**src/rtl/mem_copy_dma_pkg.sv**
```systemverilog
// Shared types and default widths for the memory-to-memory copy DMA.
package mem_copy_dma_pkg;

  localparam int unsigned DefAddrW = 16;
  localparam int unsigned DefDataW = 8;

  typedef enum logic [2:0] {
    StIdle,
    StReq,
    StRead,
    StWrite,
    StDone
  } dma_state_e;

endpackage

```
**src/rtl/mem_copy_dma.sv**
```systemverilog
// Byte-wise forward memory copy engine that borrows the CPU memory bus.
// Optional fill mode (constant pattern, one cycle per byte) is built when MEM_COPY_FILL_EN is defined.
module mem_copy_dma
  import mem_copy_dma_pkg::*;
#(
  parameter int unsigned ADDR_W = DefAddrW,
  parameter int unsigned DATA_W = DefDataW
) (
  input  logic              clk,
  input  logic              rst_n,
  input  logic              start,
  input  logic [ADDR_W-1:0] src_addr,
  input  logic [ADDR_W-1:0] dst_addr,
  input  logic [ADDR_W-1:0] length,
`ifdef MEM_COPY_FILL_EN
  input  logic              fill,
  input  logic [DATA_W-1:0] fill_value,
`endif
  input  logic              abort,
  output logic              busy,
  output logic              done,
  output logic              bus_req,
  input  logic              bus_gnt,
  output logic [ADDR_W-1:0] mem_addr,
  output logic [DATA_W-1:0] mem_wdata,
  input  logic [DATA_W-1:0] mem_rdata,
  output logic              mem_cs,
  output logic              mem_we
);

  dma_state_e        state_q, state_d;
  logic [ADDR_W-1:0] src_q, src_d;
  logic [ADDR_W-1:0] dst_q, dst_d;
  logic [ADDR_W-1:0] cnt_q, cnt_d;
  logic [DATA_W-1:0] data_q, data_d;
  logic              fill_mode;
  logic [DATA_W-1:0] wr_data;

`ifdef MEM_COPY_FILL_EN
  logic              fill_q;
  logic [DATA_W-1:0] fill_val_q;

  always_ff @(posedge clk or negedge rst_n) begin
    if (!rst_n) begin
      fill_q     <= 1'b0;
      fill_val_q <= '0;
    end else if (state_q == StIdle && start) begin
      fill_q     <= fill;
      fill_val_q <= fill_value;
    end
  end

  assign fill_mode = fill_q;
  assign wr_data   = fill_q ? fill_val_q : data_q;
`else
  assign fill_mode = 1'b0;
  assign wr_data   = data_q;
`endif

  always_ff @(posedge clk or negedge rst_n) begin
    if (!rst_n) begin
      state_q <= StIdle;
      src_q   <= '0;
      dst_q   <= '0;
      cnt_q   <= '0;
      data_q  <= '0;
    end else begin
      state_q <= state_d;
      src_q   <= src_d;
      dst_q   <= dst_d;
      cnt_q   <= cnt_d;
      data_q  <= data_d;
    end
  end

  always_comb begin
    state_d   = state_q;
    src_d     = src_q;
    dst_d     = dst_q;
    cnt_d     = cnt_q;
    data_d    = data_q;
    busy      = (state_q != StIdle);
    done      = 1'b0;
    bus_req   = 1'b0;
    mem_cs    = 1'b0;
    mem_we    = 1'b0;
    mem_addr  = '0;
    mem_wdata = '0;

    unique case (state_q)
      StIdle: begin
        if (start) begin
          src_d   = src_addr;
          dst_d   = dst_addr;
          cnt_d   = length;
          state_d = (length == '0) ? StDone : StReq;
        end
      end
      StReq: begin
        bus_req = 1'b1;
        if (bus_gnt) state_d = fill_mode ? StWrite : StRead;
      end
      // Bus strobes are qualified by the grant so a lost grant never touches memory;
      // the byte is retried from REQ once the bus comes back.
      StRead: begin
        bus_req  = 1'b1;
        mem_addr = src_q;
        mem_cs   = bus_gnt;
        if (bus_gnt) begin
          data_d  = mem_rdata;
          state_d = StWrite;
        end else begin
          state_d = StReq;
        end
      end
      StWrite: begin
        bus_req   = 1'b1;
        mem_addr  = dst_q;
        mem_wdata = wr_data;
        mem_cs    = bus_gnt;
        mem_we    = bus_gnt;
        if (bus_gnt) begin
          src_d = src_q + 1'b1;
          dst_d = dst_q + 1'b1;
          cnt_d = cnt_q - 1'b1;
          if (cnt_q == ADDR_W'(1)) state_d = StDone;
          else                     state_d = fill_mode ? StWrite : StRead;
        end else begin
          state_d = StReq;
        end
      end
      StDone: begin
        done    = 1'b1;
        state_d = StIdle;
      end
      default: state_d = StIdle;
    endcase

    // Abort leaves any write strobe of this cycle intact but suppresses the done pulse.
    if (abort && state_q != StIdle) begin
      state_d = StIdle;
      done    = 1'b0;
    end
  end

endmodule

```
**config.mk**
```make
export PLATFORM = sky130hd
export DESIGN_NAME = mem_copy_dma
export DESIGN_NICKNAME = d
export VERILOG_FILES = /design/src/rtl/mem_copy_dma_pkg.sv /design/src/rtl/mem_copy_dma.sv
export SDC_FILE = /design/constraint.sdc
export NUM_CORES = 1
export LEC_CHECK = 0
export BUFFER_PORTS_ARGS = -buffer_cell sky130_fd_sc_hd__buf_2
export CORE_MARGIN = 8
export CORE_UTILIZATION = 54
export DETAILED_ROUTE_END_ITERATION = 16
export PLACE_DENSITY = 0.76
export REMOVE_ABC_BUFFERS = 1
export SLEW_MARGIN = 5
export SYNTH_ARGS = -nofsm -noshare
export SYNTH_HDL_FRONTEND = slang
export SYNTH_SLANG_ARGS = --single-unit
```
**constraint.sdc**
```tcl
create_clock -name clk -period 2.6 [get_ports clk]
set_input_delay 0.52 -clock clk [delete_from_list [all_inputs] [get_ports clk]]
set_output_delay 0.52 -clock clk [all_outputs]
set_load 0.005 [all_outputs]
```
==> flow_summary.ini, run 1 <==
[outcome]
status = finished, final reports clean

[setup_path]
setup.worst_path.start_class = register
cp.arrival_ns = 2.60
end_kind = register
path_cells = and3b_1 > buf_4 > nand2_1 > o32ai_1 > a2bb2oi_1
critical-path-slowest-cell = and3b_1
r2r_setup_slack_ns = 0.20
required_ns = 2.80
slowest_delay_ns = 0.90
r2r_start = state_q[0]$_DFFE_PN0P_
path_max_fanout = 24
reg2reg_to = cnt_q[12]$_DFFE_PN0P_
r2r_cells = 5
crit_type = register to register

[power_and_ir_drop]
p_comb_share_pct = 36.4
power_frac_clock_pct = 21.4
p_int_uw = 2670
ir_drop_mv = 0.534
power.leakage_uw = 0.00200
power_uw = 4480
p_sw_share_pct = 40.5
p_seq_share_pct = 42.1
p_switching_uw = 1820
powerDensity_nw_per_um2 = 983

[final_layout]
post-route-util_pct = 67.1
syn_to_final_growth_pct = 20.4
layout_common_cells = buf_2, dfrtp_1, nand2_1, a21oi_1, nand3_1
layout_commonest_cell = buf_2
final_nets = 594
layout-drive-gt1-share_pct = 25.1
fin_cells = 630
antenna_cells = 0

[cts]
clk_pin_slew_ns = 0.08
cts_sinks = 59
cts_tree = built
h-tree-depth = 3
numCtsBuffers = 9
clockRootBuffer = clkbuf_8
hold_buffers = 0
post_cts_buffers = 0
cts_resized = 0
clock_latency_ns = 0.33
cts.path.max_buffers = 2

[floorplan]
ios = 90
num_rows = 30
initial_core_util_pct = 55.7
die_w_um = 99.7
die_area_um2 = 9940
die_y_um = 99.7
core-area_um2 = 6790

[route]
wl_per_cell_um = 17.7
drtPass1Iterations = 5
viasPerCell = 6.19
drt_iter0_markers = 394
wl_um = 11100
drc = 0
antenna_left = 0
vias = 3902

[grt]
grt_pass1_vias = 3830
antenna_found_initial = 0
overflow = 0
grt_max_degree = 60
grt_usage_pct = 22.2
grt_pass1_wl_um = 18200

[yosys]
ys_top_cells_by_area = dfrtp_1, a21oi_1, nand2_1
synth.area.mux_share_pct = 2.65
yosysTopAreaCell = dfrtp_1
synth_cell_type_count = 54
synth_compound_area_share_pct = 26.2
synth_simple_gate_area_share_pct = 25.9
ys_seq_elements = 59
netlist_instances = 454
netlist.area_leader.share_pct = 39.0
postSynth.asyncResetShare_pct = 100
synthFlopType = dfrtp_1
yosysWarnings = 0
synth_edf_count = 0
synthAdderAreaFrac_pct = 1.32
ys_seq_area_share_pct = 39.0
synth_top_family_by_area = compound AO/OA/AOI/OAI gates
synth_xor_area_share_pct = 0
synth_area_per_cell_um2 = 8.33
synth_area_um2 = 3780

[timing]
max_freq_ghz = 0.416
period_share_pct = 92.4
rsz0062_at_grt = no
worst_pin_slew_ns = 0.996
slew_headroom_pct = 33.6
period_needed_ns = 2.40
setup_viol = 0
fin_skew_ns = 0.0112
slew_violations = 0
hold_violations = 0

[placement]
post-place-cells = 613
port_buffers = 89
place_congestion = 0.894
dp_hpwl_um = 7540

[job]
maxCapViolCount = 0

[hold_path]
hold_class = input port to asynchronous set/reset pin
cell type report:
class / instances / area (um2)
fill: 582 / 2240
multi-input combinational: 350 / 2140
sequential: 59 / 1480
timing repair buffer: 103 / 576
clock buffer: 10 / 138
tap: 96 / 120
clock inverter: 6 / 88.8
inverter: 6 / 22.5
per-stage QoR:
step                      area, um2  setup TNS [ns]  setup WS, ns  hold WS (ns)
final                          4560               0         0.198         0.170
after global routing           4560               0        0.0331         0.204
after CTS                      4550               0        0.0968         0.193
after detailed placement       4320               0         0.396         0.490
after global placement         4320               0         0.447         0.480
after floorplan                3620          -31.59        -0.695         0.224
routing by layer:
| layer | GRT usage (%) | routed length, um |
|---|---|---|
| met1 | 29.1 | 4920 |
| met2 | 35.6 | 5210 |
| met3 | 4.33 | 858 |
| met4 | 7.33 | 146 |
| met5 | 0 | 0 |
cell families after synthesis:
| family | Yosys count |
|---|---|
| AND/OR/NAND/NOR | 184 |
| AO/OA/AOI/OAI | 152 |
| flip-flops | 59 |
| buffers and inverters | 46 |
| multiplexers | 9 |
| adder cells (fa/ha/maj) | 4 |
worst max-delay path by stage:
stage / start / end
after floorplan: state_q[2]$_DFFE_PN0P_ / mem_addr[0]
after global placement: start / dst_q[14]$_DFFE_PN0P_
after detailed placement: start / dst_q[14]$_DFFE_PN0P_
after CTS: state_q[2]$_DFFE_PN0P_ / mem_addr[2]
after global routing: state_q[0]$_DFFE_PN0P_ / cnt_q[12]$_DFFE_PN0P_
final: state_q[0]$_DFFE_PN0P_ / cnt_q[12]$_DFFE_PN0P_
synthesized netlist by cell type, types with 6 or more instances:
cell       number
nand4_1        12
mux2_2          8
nand2_1        57
a22o_1         11
o21ai_0        22
buf_2           7
and2_1         11
nor2_1         17
a2bb2oi_1      20
nor4_1          6
nand3_1        33
dfrtp_1        59
inv_1           6
o22ai_1        19
a21oi_1        53
and3_1         10
clkbuf_1       29
registers in the layout, indices dropped and copies added (netlist names):
| register | flops |
|---|---|
| src_q | 16 |
| data_q | 8 |
| dst_q | 16 |
| cnt_q | 16 |
| state_q | 3 |
power groups by stage:
stage          registers [uW]  clock network, uW  logic (uW)
3_5_place_dp             1880                  0        1610
6_report                 1890                961        1630
2_1_floorplan            1710                  0        1150
5_1_grt                  1960               1000        1840
4_1_cts                  1860                969        1620
3_3_place_gp             1850                  0        1560
worst max-delay path, delay by kind of cell, from the launching register on:
family | cells | cell delay (ns)
AOI/OAI and AO/OA | 2 | 0.32
buffers and inverters | 1 | 0.33
DFF | 1 | 0.65
and+or+nand+nor | 2 | 0.98
Note: power is estimated with default switching activity, not from simulation.
==> run 2: changes to the inputs <==
- ABC_AREA: default -> 1
- CORE_UTILIZATION: 54 -> 56
- PLACE_DENSITY: 0.76 -> 0.78
==> run 2 against run 1 <==
Power increased by 21%. Synthesized area increased by 13%. Worst setup slack got worse by 0.051 ns. Largest power group is now combinational cells. Synthesized cell count increased by 56%. Routed wire length increased by 6.1%. First-iteration DRC count decreased by 30%. Highest routed layer unchanged. Clock power increased by 0.7%. Via count increased by 21%. Register-to-register slack improved by 0.43 ns. Die area increased by 7.4%. Core utilization decreased by 0.45 points.
==> flow_summary.ini, run 2 <==
[route]
drt_iter0_markers = 275
antenna_left = 0
vias = 4721
drtPass1Iterations = 5
wl_per_cell_um = 13.1
drc = 0
wl_um = 11800
viasPerCell = 5.25

[grt]
grt_max_degree = 47
grt_pass1_vias = 4422
antenna_found_initial = 0
grt_usage_pct = 23.3
overflow = 0
grt_pass1_wl_um = 19800

[timing]
max_freq_ghz = 0.408
period_share_pct = 94.3
rsz0062_at_grt = no
setup_viol = 0
slew_violations = 0
holdWs_ns = 0.164
period_needed_ns = 2.45
fin_skew_ns = 0.00763
slew_headroom_pct = 60.5
hold_violations = 0
worst_pin_slew_ns = 0.591
final.setup.tns_ns = 0

[placement]
port_buffers = 89
post-place-cells = 882
dpl-instance-area_um2 = 4790
place_congestion = 0.916
dp_hpwl_um = 8850

[power_and_ir_drop]
power.leakage_uw = 0.00268
powerDensity_nw_per_um2 = 1080
ir_drop_mv = 0.510
power_uw = 5430

[cts]
clockRootBuffer = clkbuf_8
h-tree-depth = 3
cts_tree = built
clk_pin_slew_ns = 0.07
hold_buffers = 0
cts_sinks = 59
numCtsBuffers = 9
cts.path.max_buffers = 2
clock_latency_ns = 0.34

[final_layout]
fill_cells = 730
regArea_um2 = 1480
final_area_um2 = 5040
antenna_cells = 0
fin_cells = 900
layout-drive-gt1-share_pct = 15.9
multiInputGateArea_um2 = 2390
syn_to_final_growth_pct = 18.1
reg_top3 = cnt_q x16, dst_q x16, src_q x16
layout_commonest_cell = nand2_1
final_nets = 858
layout_common_cells = nand2_1, nor2_1, buf_2, inv_1, dfrtp_1

[setup_path]
setup.worst_path.start_class = register
worst_path_dominant_cell_family = buffers and inverters
cp_common_cell = inv_1
slowest_delay_ns = 0.41
r2r_start = state_q[0]$_DFFE_PN0P_
end_kind = output pin
crit_type = register to output pin
reg2reg_to = dst_q[15]$_DFFE_PN0P_
path_cells = inv_1 > nor2_1 > inv_1 > nor2_4 > clkinvlp_4 > buf_4 > o22ai_1 > buf_2
path_max_fanout = 11
cp.arrival_ns = 1.93
r2r_cells = 9
cp_num_buf_inv = 5
critical-path-slowest-cell = dfrtp_1
r2r_setup_slack_ns = 0.63
required_ns = 2.08

[yosys]
netlist.area_leader.share_pct = 34.6
synth_area_per_cell_um2 = 6.02
ys_seq_area_share_pct = 34.6
postSynth.asyncResetShare_pct = 100
netlist_instances = 709
synthTopCellsByCount = nand2_1, nor2_1, inv_1, dfrtp_1, nand3_1
synth_area_um2 = 4270
ys_seq_elements = 59
yosysTopAreaCell = dfrtp_1
ys_top_cells_by_area = dfrtp_1, nand2_1, nor2_1
synthFlopType = dfrtp_1
yosysMostFrequentCell = nand2_1
synth_cell_type_count = 28
synth_edf_count = 0
yosysWarnings = 0

[floorplan]
die_area_um2 = 10700
core-area_um2 = 7570
die_y_um = 103
ios = 90
die_w_um = 103
num_rows = 32
initial_core_util_pct = 56.4

[job]
maxCapViolCount = 0

[outcome]
status = finished, final reports clean

[hold_path]
hold_class = input port to asynchronous set/reset pin
[run 2: cell types whose count changed after synthesis, sizes merged, moves of 10 or more]
| cell | previous run | this run |
|---|---|---|
| nand2 | 57 | 233 |
| a21oi | 53 | 10 |
| clkbuf | 29 | 6 |
| nand3 | 33 | 54 |
| nor2 | 17 | 159 |
| a2bb2oi | 20 | 0 |
| and2 | 12 | 0 |
| a22o | 11 | 0 |
| o21ai | 22 | 49 |
| inv | 6 | 75 |
| and3 | 10 | 0 |
[run 2: cell families after synthesis]
group	synth area share [%]
adders and majority gates	1.17
and+or+nand+nor	43.3
AOI/OAI and AO/OA	9.99
DFF	34.6
buffers and inverters	9.73
xor gates and xnor gates	1.23
[run 2: worst max path at each step]
stage,cells past startpoint,startpoint,endpoint,slack (ns)
2_1_floorplan,9,state_q[0]$_DFFE_PN0P_,dst_q[12]$_DFFE_PN0P_,-0.70
3_3_place_gp,7,state_q[1]$_DFFE_PN0P_,mem_addr[0],0.57
3_5_place_dp,7,state_q[1]$_DFFE_PN0P_,mem_addr[0],0.50
4_1_cts,7,state_q[1]$_DFFE_PN0P_,mem_addr[0],0.10
5_1_grt,8,state_q[1]$_DFFE_PN0P_,mem_addr[3],0.03
6_report,8,state_q[1]$_DFFE_PN0P_,mem_addr[14],0.15
[run 2: power breakdown]
part / switching (uW) / total, uW / internal (uW)
clock: 381 / 968 / 587
sequential: 495 / 1870 / 1380
combinational: 1700 / 2590 / 895
total: 2570 / 5430 / 2860
[run 2: routing by layer]
layer / vias up / wire, um / global-route usage, %
li1: 2391 / - / -
met1: 2153 / 4970 / 28.3
met2: 164 / 5770 / 39.9
met3: 13 / 868 / 5.56
met4: 0 / 199 / 6.79
met5: - / 0 / 0
[run 2: layout make-up]
cell class	count	share of cell area (%)
sequential	59	29.3
multi-input combinational	549	47.5
inverter	75	5.66
clock inverter	5	1.49
timing repair buffer	99	10.6
tap	102	2.53
clock buffer	11	3.00
[run 2: worst register-to-register path, cell delays in order, from the launching register on]
cell and delay, ns:
dfrtp_1 0.49, nand2_1 0.14, nor2_4 0.11, nand2_1 0.07, nand2_1 0.07, nand2_2 0.18, inv_2 0.51, nand2_1 0.12
nor2_1 0.12, nor2_1 0.04
[run 2: through the flow]
step                      setup slack (ns)  util (%)
after global routing                0.0266      66.6
after floorplan                     -0.696         -
after detailed placement             0.498      63.3
after global placement               0.573      63.3
final                                0.147      66.6
after CTS                            0.103      66.3
[run 2: what timing repair did]
action                     CTS  global route
setup endpoints to repair    0             7
setup buffers                0             2
resized for setup            0             2
==> run 3: changes to the inputs <==
- CORE_ASPECT_RATIO: default -> 1.75
==> run 3 against run 2 <==
Fmax grew 4.1%. Non-clock buffer count up 1. Worst setup slack gained 0.096 ns.
==> flow_summary.ini, run 3 (synthesis results as in run 2) <==
[placement]
dp_slack_ns = 0.527
port_buffers = 89
post-place-cells = 869
dp_hpwl_um = 9840
place_congestion = 0.890

[timing]
period_needed_ns = 2.36
setup_viol = 0
max_freq_ghz = 0.424
slew_headroom_pct = 48.6
slew_violations = 0
period_share_pct = 90.6
hold_violations = 0
fin_ws_ns = 0.243
rsz0062_at_grt = no
fin_skew_ns = 0.00613
worst_pin_slew_ns = 0.771

[route]
drtPass1Iterations = 7
viasPerCell = 5.49
drt_iter0_markers = 358
drc = 0
wl_per_cell_um = 14.8
wl_um = 13100
antenna_left = 0
vias = 4869

[final_layout]
final_nets = 859
reg_top3 = cnt_q x16, dst_q x16, src_q x16
syn_to_final_growth_pct = 19.5
fill_cells = 670
fin_cells = 887
layout_commonest_cell = nand2_1
antenna_cells = 0
layout-drive-gt1-share_pct = 15.6
post-route-util_pct = 68.4
layout_common_cells = nand2_1, nor2_1, buf_2, inv_1, dfrtp_1

[setup_path]
crit_type = register to output pin
path_max_fanout = 13
required_ns = 2.08
setup.worst_path.start_class = register
cp.arrival_ns = 1.84
end_kind = output pin

[floorplan]
initial_core_util_pct = 57.2
die_area_um2 = 10800
die_w_um = 82
num_rows = 42
die_y_um = 132
ios = 90
core-area_um2 = 7460

[power_and_ir_drop]
power_frac_clock_pct = 19.2
p_sw_share_pct = 47.2
p_seq_share_pct = 33.4
p_comb_share_pct = 47.3
power.leakage_uw = 0.00271
p_switching_uw = 2690
powerDensity_nw_per_um2 = 1110
ir_drop_mv = 0.682
p_int_uw = 3000

[cts]
cts.path.max_buffers = 2
cts_sinks = 59
cts_tree = built
clock_latency_ns = 0.34
clk_pin_slew_ns = 0.05
clockRootBuffer = clkbuf_16
numCtsBuffers = 9
h-tree-depth = 3

[grt]
grt_usage_pct = 25.2
antenna_found_initial = 0
overflow = 0
grt_pass1_vias = 4835
grt_max_degree = 58
grt_pass1_wl_um = 21400

[job]
maxCapViolCount = 0

[outcome]
status = finished, final reports clean

[hold_path]
hold_class = input port to asynchronous set/reset pin
run 3: worst paths after layout:
check,startpoint,endpoint,slack (ns),cells after the start
worst max register to register,state_q[0]$_DFFE_PN0P_,dst_q[14]$_DFFE_PN0P_,0.60,9
max in group asynchronous,rst_n,src_q[11]$_DFFE_PN0P_,1.71,2
worst max-delay path,state_q[1]$_DFFE_PN0P_,mem_addr[15],0.24,8
min in group clk,mem_rdata[5],data_q[5]$_DFFE_PN0P_,0.39,3
worst min register to register,cnt_q[11]$_DFFE_PN0P_,cnt_q[11]$_DFFE_PN0P_,0.51,2
worst min-delay path,rst_n,dst_q[12]$_DFFE_PN0P_,0.25,1
run 3: area by class of cell:
type / instances / area (um2) / share of cell area [%]
multi-input combinational: 549 / 2390 / 46.9
tap: 88 / 110 / 2.16
clock inverter: 2 / 10.0 / 0.196
inverter: 75 / 285 / 5.59
clock buffer: 14 / 264 / 5.17
timing repair buffer: 100 / 566 / 11.1
sequential: 59 / 1480 / 28.9
run 3: what timing repair did:
item / 4_1_cts / 5_1_grt
hold buffers: 0 / 0
gates resized for setup: 0 / 2
setup endpoints to repair: 0 / 12
setup buffers: 0 / 2
endpoints found under the hold margin: 0 / 0
run 3: metal layers:
layer | vias to the layer above | global-route usage [%] | part of all wire [%]
li1 | 2403 | - | -
met1 | 2220 | 24.7 | 36
met4 | 0 | 17.6 | 4.9
met3 | 53 | 4.85 | 5.6
met5 | - | 0 | 0
met2 | 193 | 44.2 | 53
run 3: critical path, cell delays in order (launching register included):
cell        delay, ns
dfrtp_1          0.39
inv_1            0.09
nor2_1           0.13
inv_1            0.10
nor2_4           0.18
clkinvlp_4       0.11
buf_4            0.19
o22ai_1          0.16
buf_2            0.15
run 3: power groups by stage:
stage / registers (uW) / logic, uW / clock network [uW]
final: 1900 / 2690 / 1090
after CTS: 1880 / 2650 / 1110
after global routing: 1960 / 3070 / 1160
after detailed placement: 1890 / 2640 / 0
after global placement: 1870 / 2550 / 0
after floorplan: 1730 / 1870 / 0
run 3: stage by stage:
stage	hold WS, ns	area [um2]	TNS [ns]	power [uW]
after floorplan	0.224	4140	-23.10	3600
after global placement	0.482	4810	0	4420
after detailed placement	0.493	4810	0	4530
after CTS	0.262	5080	0	5640
after global routing	0.303	5100	0	6190
final	0.251	5100	0	5690
